--- src/rtl/seq_divider.sv ---
// Iterative restoring divider for DIV/DIVU: one quotient bit per cycle, MSB first,
// followed by a sign-fixup cycle. Fixed latency, start/busy/done handshake.
module seq_divider #(
  parameter int WIDTH = 32
) (
  input  logic             clk,
  input  logic             reset,
  input  logic             start,
  input  logic             is_signed,
  input  logic [WIDTH-1:0] dividend,
  input  logic [WIDTH-1:0] divisor,
  output logic             busy,
  output logic             done,
  output logic [WIDTH-1:0] quotient,
  output logic [WIDTH-1:0] remainder
);

  localparam int CW = $clog2(WIDTH + 1);

  typedef enum logic [1:0] {IDLE, CALC, FIX} state_t;

  state_t           state;
  logic [WIDTH-1:0] dvd_q;     // dividend magnitude, shifted out as quotient bits shift in
  logic [WIDTH-1:0] dvs_mag;
  logic [WIDTH-1:0] part_rem;
  logic [WIDTH-1:0] raw_dvd;
  logic [CW-1:0]    count;
  logic             neg_q;
  logic             neg_r;
  logic             div_zero;

  logic             a_neg, b_neg;
  logic [WIDTH-1:0] a_mag, b_mag;
  logic [WIDTH:0]   trial, diff;

  always_comb begin
    a_neg = is_signed & dividend[WIDTH-1];
    b_neg = is_signed & divisor[WIDTH-1];
    // Negating -2^(WIDTH-1) yields the same bit pattern, which read unsigned is 2^(WIDTH-1).
    a_mag = a_neg ? -dividend : dividend;
    b_mag = b_neg ? -divisor  : divisor;
    trial = {part_rem, dvd_q[WIDTH-1]};
    diff  = trial - {1'b0, dvs_mag};
  end

  // NOTE: sequential state uses non-blocking assignments so every register samples
  // pre-edge values; blocking here would chain updates within one edge.
  always_ff @(posedge clk or posedge reset) begin
    if (reset) begin
      state     <= IDLE;
      dvd_q     <= '0;
      dvs_mag   <= '0;
      part_rem  <= '0;
      raw_dvd   <= '0;
      count     <= '0;
      neg_q     <= 1'b0;
      neg_r     <= 1'b0;
      div_zero  <= 1'b0;
      busy      <= 1'b0;
      done      <= 1'b0;
      quotient  <= '0;
      remainder <= '0;
    end else begin
      done <= 1'b0;
      unique case (state)
        IDLE: begin
          if (start) begin
            dvd_q    <= a_mag;
            dvs_mag  <= b_mag;
            raw_dvd  <= dividend;
            div_zero <= (divisor == '0);
            neg_q    <= a_neg ^ b_neg;
            neg_r    <= a_neg;
            part_rem <= '0;
            count    <= CW'(WIDTH);
            busy     <= 1'b1;
            state    <= CALC;
          end
        end
        CALC: begin
          // Top bit of the WIDTH+1-bit difference is the borrow: clear means trial >= divisor.
          if (!diff[WIDTH]) begin
            part_rem <= diff[WIDTH-1:0];
            dvd_q    <= {dvd_q[WIDTH-2:0], 1'b1};
          end else begin
            part_rem <= trial[WIDTH-1:0];
            dvd_q    <= {dvd_q[WIDTH-2:0], 1'b0};
          end
          count <= count - 1'b1;
          if (count == CW'(1)) state <= FIX;
        end
        FIX: begin
          if (div_zero) begin
            quotient  <= '1;
            remainder <= raw_dvd;
          end else begin
            quotient  <= neg_q ? -dvd_q    : dvd_q;
            remainder <= neg_r ? -part_rem : part_rem;
          end
          busy  <= 1'b0;
          done  <= 1'b1;
          state <= IDLE;
        end
        default: state <= IDLE;
      endcase
    end
  end

endmodule

--- config.mk ---
export PLATFORM = sky130hd
export DESIGN_NAME = seq_divider
export DESIGN_NICKNAME = d
export VERILOG_FILES = /design/src/rtl/seq_divider.sv
export SDC_FILE = /design/constraint.sdc
export NUM_CORES = 1
export LEC_CHECK = 0
export BUFFER_PORTS_ARGS = -buffer_cell sky130_fd_sc_hd__buf_4
export CORE_AREA = 2 2 171 173
export DETAILED_ROUTE_END_ITERATION = 7
export DIE_AREA = 0 0 173 175
export PLACE_DENSITY = 0.59
export SLEW_MARGIN = 20
export SYNTH_ARGS = -nofsm -noshare
export SYNTH_HDL_FRONTEND = slang
export SYNTH_SLANG_ARGS = --single-unit
--- constraint.sdc ---
create_clock -name clk -period 9.1 [get_ports clk]
set_clock_uncertainty 0.1 [all_clocks]
set_input_delay 0.455 -clock clk [delete_from_list [all_inputs] [get_ports clk]]
set_output_delay 0.455 -clock clk [all_outputs]
set_load 0.05 [all_outputs]
==> out/results.txt, run 1 <==
Main synth FF type = dfrtp_1
Post-synth ARST share = 100%
pin count of the biggest net entering global routing = 113
CP Max Fanout = 16
Finished Layout Cells = 2009
initial antenna violation count = 0
final hold violations = 0
critical path depth = 11
root buf cell = clkbuf_16
layout cells sized above 1 = 12.9%
dpl cells = 1961
CP max stage delay = 0.58 ns
sequential share of the synthesized area = 40.6%
Post-CTS Setup Bufs = 0
CP arrival = 4.38 ns
Yosys Warn Count = 0
Final #Nets = 1713
final setup fails = 0
critical path class = reg -> reg
setup TNS = 0 ns
CTS tree = done
Worst Setup End Kind = register
Reg2Reg Launch Point = dvd_q[31]
deepest clock path buffer count = 3
Clock Pin Slew Worst Setup and Hold Paths = 0.06 ns
Site Rows = 62
setup slack after placement = 5.08 ns
Hold Crit Depth = 3
Synth Net Count = 1617
insertion delay to the later sink of the worst-skew pair = 0.54 ns
Max Cap Viol = 0
minimum clock period = 4.06 ns
vias in the first global route = 10500
RSZ-0062 raised after global routing = no
WP buf/inv = 1
Post-DP HPWL = 24200 um
DRT Pass-1 Iters = 5
Worst Hold Launch = dividend[28]
number of synthesized flops with an enable pin = 0
Residual DRC = 0
Via Count = 10900
utilization after layout = 52.1%
Starting DRT DRC Count = 581
outcome = complete, no violations
startpoint types = register
pwr/cell area = 429 nW/um^2
Reg2Reg Depth = 11
vias per cell = 5.43
Mapped Cells = 1510
H-tree Lvls = 1
synth unique cells = 64
total track usage = 22.2%
Slew HR = 33.8%
launch point of the worst path = dvd_q[31]
critical path's top delay family = compound AO/OA/AOI/OAI gates
setup ws final = 5.04 ns
Sink Count = 205
Die Width = 173 um
port buffer count = 133
GRT overflow = 0
Cell Chain, Critical Path = inv_1 -> ha_1 -> fa_1 -> nand2b_1 -> a21oi_1 -> o21ai_0 -> a211oi_1 -> o2111ai_1 -> nand3_1 -> nand2_1 -> a311o_1
wire per inst = 16.6 um
Layout area overhead = 16.9%
Mapped Area = 12600 sq um
IO Count = 134
synthesized flop and latch total = 205
Worst setup endpoint = part_rem[10]
worst-margin pin slew = 0.986 ns
Diodes inserted = 0
fin crit share = 44.6%
class of the worst hold path = in -> reg
DRT antenna net count = 0
Initial Utilization = 44.5%
final WL = 33300 um
Worst path slowest cell = a211oi_1
Power Total = 6.35 mW
Max Clock Freq = 246 MHz
global-route wire length before repair = 55500 um
GPL Wtd Cong = 0.910
Slew Viols, Final = 0
core box area = 28400 sq um
Crit Reg-Reg Endpoint = part_rem[10]
data required time at the worst endpoint = 9.41 ns
R2R Setup Slk = 5.04 ns
P_leak = 6.59 nW
Die ar. = 30300 sq um
Peak VDD IR = 0.162 mV
Avg Cell Area, Syn = 8.37 sq um
CTS buffer count = 25
die height = 175 um
worst min path at each step:
stage / end / slack, ns
after floorplan: raw_dvd[28] / 0.34
after global routing: raw_dvd[28] / 0.04
final: raw_dvd[28] / 0.04
after detailed placement: raw_dvd[30] / 0.35
after CTS: raw_dvd[28] / 0.02
after global placement: raw_dvd[22] / 0.35
per-stage QoR:
step | hold WS (ns) | area (sq um)
6_report | 0.0379 | 14800
5_1_grt | 0.0408 | 14800
4_1_cts | 0.0204 | 14800
3_5_place_dp | 0.353 | 14000
3_3_place_gp | 0.351 | 14000
2_1_floorplan | 0.337 | 12600
flip-flops by register name, indices dropped and copies added (netlist names):
signal     flops
done           1
state          2
busy           1
dvs_mag       32
count          6
div_zero       1
remainder     32
neg_q          1
raw_dvd       32
neg_r          1
quotient      32
part_rem      32
dvd_q         32
routing by layer:
metal / global-route usage, % / up-vias / part of all wire (%)
li1: - / 5540 / -
met1: 31.1 / 5075 / 47
met2: 36.6 / 249 / 47
met3: 2.52 / 46 / 4.0
met4: 5.97 / 0 / 2.5
met5: 0 / - / 0
what timing repair did:
action	in CTS	in global routing
hold buffers	1	0
resized for setup	0	0
endpoints found under the hold margin	3	0
kinds of logic (layout without fill, tap and decap cells):
group / after synthesis / after routing / share of synthesized area, %
simple gates: 528 / 528 / 19.0
buf+inv: 135 / 250 / 4.01
fa+ha+maj: 39 / 39 / 3.92
compound gates: 453 / 453 / 22.0
xor+xnor: 140 / 140 / 9.70
flops: 205 / 205 / 40.6
mux: 10 / 10 / 0.801
worst register-to-register path: stages, from the launching register on:
cell and delay, ns:
dfrtp_1 0.39, inv_1 0.10, ha_1 0.23, fa_1 0.38, nand2b_1 0.19, a21oi_1 0.23
o21ai_0 0.21, a211oi_1 0.58, o2111ai_1 0.20, nand3_1 0.44, nand2_1 0.40, a311o_1 0.48
Yosys cell counts, drive strengths merged, types with 5 or more instances:
cell,n,area share (%)
a21boi,5,0.30
a21o,12,0.71
a21oi,132,5.2
a22oi,26,1.5
a31oi,8,0.40
and2,11,0.54
and3,14,0.69
buf,6,0.18
clkbuf,73,2.2
dfrtp,205,41
ha,38,3.8
inv,56,1.7
mux2i,9,0.71
nand2,258,7.7
nand2b,14,0.75
nand3,19,0.75
nand4,18,0.89
nor2,107,3.2
nor2b,5,0.25
nor3,28,1.1
nor4,14,0.74
o211ai,51,3.0
o21a,6,0.36
o21ai,147,5.8
o311ai,6,0.42
o31ai,24,1.5
o41ai,17,1.3
or2,6,0.32
or3,9,0.49
or4,14,0.89
xnor2,55,3.8
xor2,85,5.9
placed cells by master (no fill, tap or decap), types with 14 or more instances in the layout:
master and instances:
nor2_1 104, a21oi_1 132, o21ai_0 146, o31ai_1 23, xor2_1 85, dfrtp_1 204
nor3_1 27, xnor2_1 55, o41ai_1 15, inv_1 55, buf_4 146, ha_1 38
nand2_1 258, and3_1 14, a22oi_1 26, nand3_1 19, nand4_1 18, o211ai_1 51
clkbuf_16 25
where the power goes:
| part | internal [mW] | switching [mW] | leakage [nW] | total [mW] |
|---|---|---|---|---|
| Sequential | 1.35 | 0.479 | 2.58 | 1.83 |
| Combinational | 1.35 | 2.19 | 3.62 | 3.54 |
| Clock | 0.564 | 0.405 | 0.394 | 0.969 |
| Total | 3.27 | 3.08 | 6.59 | 6.35 |
cell type report:
type                       count  area (sq um)
clock buffer                  35           693
clock inverter                11           101
fill                        2781         13600
inverter                      56           218
multi-input combinational   1170          7040
sequential                   205          5130
tap                          384           480
timing repair buffer         148          1120
No activity file was read; power rests on OpenSTA's default activity.
==> run 2, diff against run 1 <==
- clock period: 9.1 -> 4.04 ns (I/O delays scaled with it)
==> run 2 against run 1 <==
Largest power group unchanged. First-iteration DRC count fell by 5.7%. Critical path type unchanged. Register-to-register slack got worse by 4.6 ns. Non-clock buffer count rose by 83. Largest cell class unchanged. Clock-buffer cell count rose by 2. Hold slack improved by 0.30 ns. Critical endpoint is now part_rem[23]. Die area did not move. Sequential share of layout area fell by 2.0 points. Highest routed layer unchanged. Power rose by 130%.
==> out/results.txt, run 2 (synthesis results as in run 1) <==
Final Cell Area = 15700 sq um (was 14800 sq um)
Diodes inserted = 0 (unchanged)
setup slack after placement = 0.344 ns (was 5.08 ns)
Post-DP HPWL = 24700 um (was 24200 um)
startpoint types = register (unchanged)
vias per cell = 5.35 (was 5.43)
port buffer count = 133 (unchanged)
Starting DRT DRC Count = 548 (was 581)
insertion delay to the later sink of the worst-skew pair = 0.54 ns (about the same)
Die Width = 173 um (unchanged)
fin crit share = 90.1% (was 44.6%)
Max Clock Freq = 275 MHz (was 246 MHz)
vias in the first global route = 10900 (was 10500)
Sink Count = 205 (unchanged)
global-route wire length before repair = 56600 um (was 55500 um)
Slew Viols, Final = 0 (unchanged)
CP Max Fanout = 11 (was 16)
setup ws final = 0.399 ns (was 5.04 ns)
Power Total = 14.6 mW (was 6.35 mW)
CP arrival = 3.91 ns (was 4.38 ns)
initial antenna violation count = 0 (unchanged)
final hold violations = 0 (unchanged)
CTS buffer count = 25 (unchanged)
GPL Wtd Cong = 0.917 (was 0.910)
worst-margin pin slew = 1.10 ns (was 0.986 ns)
final setup fails = 0 (unchanged)
Site Rows = 62 (unchanged)
class of the worst hold path = in -> reg (unchanged)
Worst Setup End Kind = register (unchanged)
core box area = 28400 sq um (unchanged)
IO Count = 134 (unchanged)
pin count of the biggest net entering global routing = 175 (was 113)
die height = 175 um (unchanged)
minimum clock period = 3.64 ns (was 4.06 ns)
wire per inst = 16.4 um (was 16.6 um)
final WL = 34200 um (was 33300 um)
P_leak = 6.99 nW (was 6.59 nW)
most frequent cells in the layout = nand2_1, dfrtp_1, buf_4 (was nand2_1, dfrtp_1, o21ai_0, buf_4, a21oi_1)
setup TNS = 0 ns (unchanged)
Clock Pin Slew Worst Setup and Hold Paths = 0.06 ns (about the same)
total track usage = 22.6% (was 22.2%)
Peak VDD IR = 0.346 mV (was 0.162 mV)
Placement Cell Area = 14100 sq um (was 14000 sq um)
RSZ-0062 raised after global routing = no (unchanged)
critical path class = reg -> reg (unchanged)
Max Cap Viol = 0 (unchanged)
layout cells sized above 1 = 13.2% (was 12.9%)
Initial Utilization = 44.5% (unchanged)
Slew HR = 26.8% (was 33.8%)
H-tree Lvls = 1 (unchanged)
Layout area overhead = 24.0% (was 16.9%)
Via Count = 11200 (was 10900)
Die ar. = 30300 sq um (unchanged)
Residual DRC = 0 (unchanged)
deepest clock path buffer count = 3 (unchanged)
CTS tree = done (unchanged)
GRT overflow = 0 (unchanged)
data required time at the worst endpoint = 4.31 ns (was 9.41 ns)
Final #Nets = 1796 (was 1713)
outcome = complete, no violations (unchanged)
pwr/cell area = 933 nW/um^2 (was 429 nW/um^2)
Fill cells = 2725 (was 2781)
DRT Pass-1 Iters = 7 (was 5)
DRT antenna net count = 0 (unchanged)
root buf cell = clkbuf_16 (unchanged)
commonest non-fill, non-tap cell in the layout = nand2_1 (unchanged)
run 2: cell types whose count changed in the layout (fill, tap and decap cells not counted), sizes merged:
cell         previous run  this run
buf                   147       159
clkinv                  7         5
clkbuf                 35        37
bufinv                  1         2
inv                    58        57
dlygate4sd3             1        72
run 2: report_power, final:
part           switching (mW)  total (mW)  internal, mW
clock network           0.907        2.33          1.42
registers                1.06        4.11          3.05
logic                    5.02        8.20          3.19
run 2: what timing repair did:
item / CTS / global route
setup buffers: 0 / 0
endpoints found under the setup margin: 0 / 9
endpoints found under the hold margin: 275 / 0
gates resized for setup: 0 / 1
hold buffers: 72 / 0
run 2: worst paths after layout:
check / from / endpoint / slack, ns / cells past startpoint
max in group asynchronous: reset / raw_dvd[26] / 2.03 / 5
max reg2reg: dvd_q[31] / part_rem[23] / 0.40 / 12
max: dvd_q[31] / part_rem[23] / 0.40 / 12
min: dividend[29] / raw_dvd[29] / 0.33 / 4
min reg2reg: raw_dvd[28] / raw_dvd[28] / 0.37 / 2
min in group asynchronous: reset / dvs_mag[30] / 0.61 / 4
run 2: stage by stage:
step                utilization (%)  std cells  hold WS [ns]
floorplan                         -       1510         0.198
CTS                            55.2       2092         0.306
global placement               49.6       1974      0.000484
detailed placement             49.6       1974       0.00104
global route                   55.2       2092         0.340
finish                         55.2       2092         0.334
run 2: worst max-delay path, stage by stage (launching register included):
cell	delay, ns
dfrtp_1	0.37
inv_1	0.16
ha_1	0.26
fa_1	0.38
nand2b_1	0.20
a21oi_1	0.23
o21ai_0	0.21
a211oi_1	0.25
buf_4	0.18
o2111a_1	0.24
nor3_2	0.11
nor2_1	0.60
o211ai_1	0.20
run 2: area by class of cell:
| class | count | area [sq um] | share of cell area [%] |
|---|---|---|---|
| timing repair buffer | 231 | 1950 | 12.4 |
| clock inverter | 9 | 114 | 0.726 |
| tap | 384 | 480 | 3.06 |
| inverter | 56 | 214 | 1.36 |
| sequential | 205 | 5130 | 32.7 |
| clock buffer | 37 | 751 | 4.79 |
| multi-input combinational | 1170 | 7040 | 44.9 |
run 2: per-layer routing:
layer / wire (um) / GRT usage, %
met1: 16500 / 31.7
met2: 15900 / 37.8
met3: 1140 / 2.39
met4: 663 / 4.94
met5: 0 / 0
==> run 3, diff against run 2 <==
- CTS_BUF_LIST: not set -> sky130_fd_sc_hd__clkbuf_8
==> run 3 against run 2 <==
Hold slack better by 0.0055 ns. First-iteration DRC count is 14% higher. Combinational power hardly changed. Die area stayed put. Worst setup slack better by 0.011 ns. Clock power is 17% lower. Cell area is 0.91% lower. Cell count is 0.96% higher. Non-clock buffer count is 1 lower. Critical endpoint unchanged. Highest routed layer unchanged.
==> out/results.txt, run 3 (synthesis results as in run 1) <==
CTS buffer count = 39 (was 25)
CP Max Fanout = 11 (unchanged)
R2R Setup Slk = 0.41 ns (was 0.40 ns)
setup TNS = 0 ns (unchanged)
RSZ-0062 raised after global routing = no (unchanged)
class of the worst hold path = in -> reg (unchanged)
initial antenna violation count = 0 (unchanged)
Clock Pin Slew Worst Setup and Hold Paths = 0.06 ns (about the same)
layout cells sized above 1 = 13.5% (was 13.2%)
Seq pwr share = 28.8% (was 28.1%)
port buffer count = 133 (unchanged)
critical path class = reg -> reg (unchanged)
vias per cell = 5.32 (was 5.35)
root buf cell = clkbuf_8 (was clkbuf_16)
total track usage = 22.8% (was 22.6%)
P_leak = 7.00 nW (was 6.99 nW)
clock share of power = 13.6% (was 15.9%)
Net Sw Power = 6.95 mW (was 6.98 mW)
Peak VDD IR = 0.389 mV (was 0.346 mV)
vias in the first global route = 11000 (was 10900)
final WL = 34400 um (was 34200 um)
insertion delay to the later sink of the worst-skew pair = 0.53 ns (was 0.54 ns)
wire per inst = 16.3 um (was 16.4 um)
Die Width = 173 um (unchanged)
GPL Wtd Cong = 0.917 (unchanged)
deepest clock path buffer count = 3 (unchanged)
commonest non-fill, non-tap cell in the layout = nand2_1 (unchanged)
Diodes inserted = 0 (unchanged)
Site Rows = 62 (unchanged)
Post-DP HPWL = 24700 um (unchanged)
GRT overflow = 0 (unchanged)
Max Clock Freq = 275 MHz (about the same)
Slew HR = 29.6% (was 26.8%)
Residual DRC = 0 (unchanged)
Placement Cell Area = 14100 sq um (unchanged)
die height = 175 um (unchanged)
core box area = 28400 sq um (unchanged)
Starting DRT DRC Count = 623 (was 548)
Via Count = 11200 (about the same)
DRT antenna net count = 0 (unchanged)
Slew Viols, Final = 0 (unchanged)
outcome = complete, no violations (unchanged)
Reg2Reg Depth = 12 (unchanged)
H-tree Lvls = 2 (was 1)
CP arrival = 3.90 ns (was 3.91 ns)
Layout area overhead = 22.9% (was 24.0%)
worst-margin pin slew = 1.06 ns (was 1.10 ns)
final setup fails = 0 (unchanged)
Worst setup endpoint = part_rem[23] (unchanged)
Initial Utilization = 44.5% (unchanged)
minimum clock period = 3.63 ns (was 3.64 ns)
Gate power share = 57.6% (was 56.1%)
switching share of power = 48.8% (was 47.7%)
launch point of the worst path = dvd_q[31] (unchanged)
P_int = 7.30 mW (was 7.66 mW)
DRT Pass-1 Iters = 6 (was 7)
Final #Nets = 1809 (was 1796)
startpoint types = register (unchanged)
most frequent cells in the layout = nand2_1, dfrtp_1, buf_4 (unchanged)
fin crit share = 89.9% (was 90.1%)
Die ar. = 30300 sq um (unchanged)
IO Count = 134 (unchanged)
pin count of the biggest net entering global routing = 175 (unchanged)
data required time at the worst endpoint = 4.31 ns (about the same)
Reg2Reg Launch Point = dvd_q[31] (unchanged)
CTS tree = done (unchanged)
Worst Setup End Kind = register (unchanged)
final hold violations = 0 (unchanged)
Crit Reg-Reg Endpoint = part_rem[23] (unchanged)
pwr/cell area = 917 nW/um^2 (was 933 nW/um^2)
global-route wire length before repair = 57000 um (was 56600 um)
Final Cell Area = 15500 sq um (was 15700 sq um)
Sink Count = 205 (unchanged)
Max Cap Viol = 0 (unchanged)
-- run 3: cell count changes in the layout (fill, tap and decap cells not counted) --
cell,delta
inv_6,+1
dlygate4sd3_1,-1
clkbuf_16,-25
clkbuf_1,-4
clkinv_2,-2
bufinv_16,-1
inv_1,+17
inv_16,-1
clkbuf_8,+36
-- run 3: worst max-delay path, stage by stage (launching register included) --
cell and delay (ns):
dfrtp_1 0.37, inv_1 0.15, ha_1 0.26, fa_1 0.39
nand2b_1 0.20, a21oi_1 0.23, o21ai_0 0.21, a211oi_1 0.25
buf_4 0.18, o2111a_1 0.24, nor3_2 0.11, nor2_1 0.60
o211ai_1 0.20
-- run 3: power by group through the flow --
| stage | sequential (mW) | clock, mW | combinational, mW |
|---|---|---|---|
| 2_1_floorplan | 4.77 | 0 | 5.20 |
| 3_3_place_gp | 4.09 | 0 | 8.08 |
| 3_5_place_dp | 4.12 | 0 | 8.14 |
| 4_1_cts | 4.10 | 2.01 | 8.23 |
| 5_1_grt | 4.26 | 2.10 | 9.15 |
| 6_report | 4.10 | 1.94 | 8.21 |
-- run 3: what timing repair did --
action,4_1_cts,5_1_grt
hold buffers,71,0
gates resized for setup,0,1
setup endpoints to repair,0,7
hold endpoints to repair,297,0
setup buffers,0,0
-- run 3: final cells by class --
cell class                 instances  area (sq um)
tap                              384           480
multi-input combinational       1170          7040
sequential                       205          5130
timing repair buffer             230          1940
inverter                          56           214
clock buffer                      44           606
fill                            2754         12900
clock inverter                    23           126
-- run 3: routing by layer --
layer,part of all wire (%),GRT usage (%)
met1,48,31.6
met2,47,38.1
met3,3.7,2.98
met4,1.9,5.65
met5,0,0
-- run 3: how the worst min path moves through the flow --
stage | startpoint | to | slack [ns] | depth (start not counted)
after global placement | reset | dvs_mag[30] | 0.0005 | 2
after detailed placement | reset | dvs_mag[30] | 0.001 | 2
final | dividend[29] | raw_dvd[29] | 0.34 | 4
after CTS | dividend[27] | raw_dvd[27] | 0.30 | 4
after floorplan | divisor[31] | div_zero | 0.20 | 1
after global routing | dividend[29] | raw_dvd[29] | 0.33 | 4
-- run 3: through the flow --
| stage | power [mW] | utilization [%] | setup WS, ns | hold slack (ns) | cells |
|---|---|---|---|---|---|
| finish | 14.3 | 54.7 | 0.410 | 0.339 | 2112 |
| global route | 15.5 | 54.7 | 0.116 | 0.331 | 2112 |
| CTS | 14.3 | 54.7 | 0.352 | 0.299 | 2112 |
| detailed placement | 12.3 | 49.6 | 0.344 | 0.00104 | 1974 |
| global placement | 12.2 | 49.6 | 0.486 | 0.000484 | 1974 |
| floorplan | 9.97 | - | 0.953 | 0.198 | 1510 |
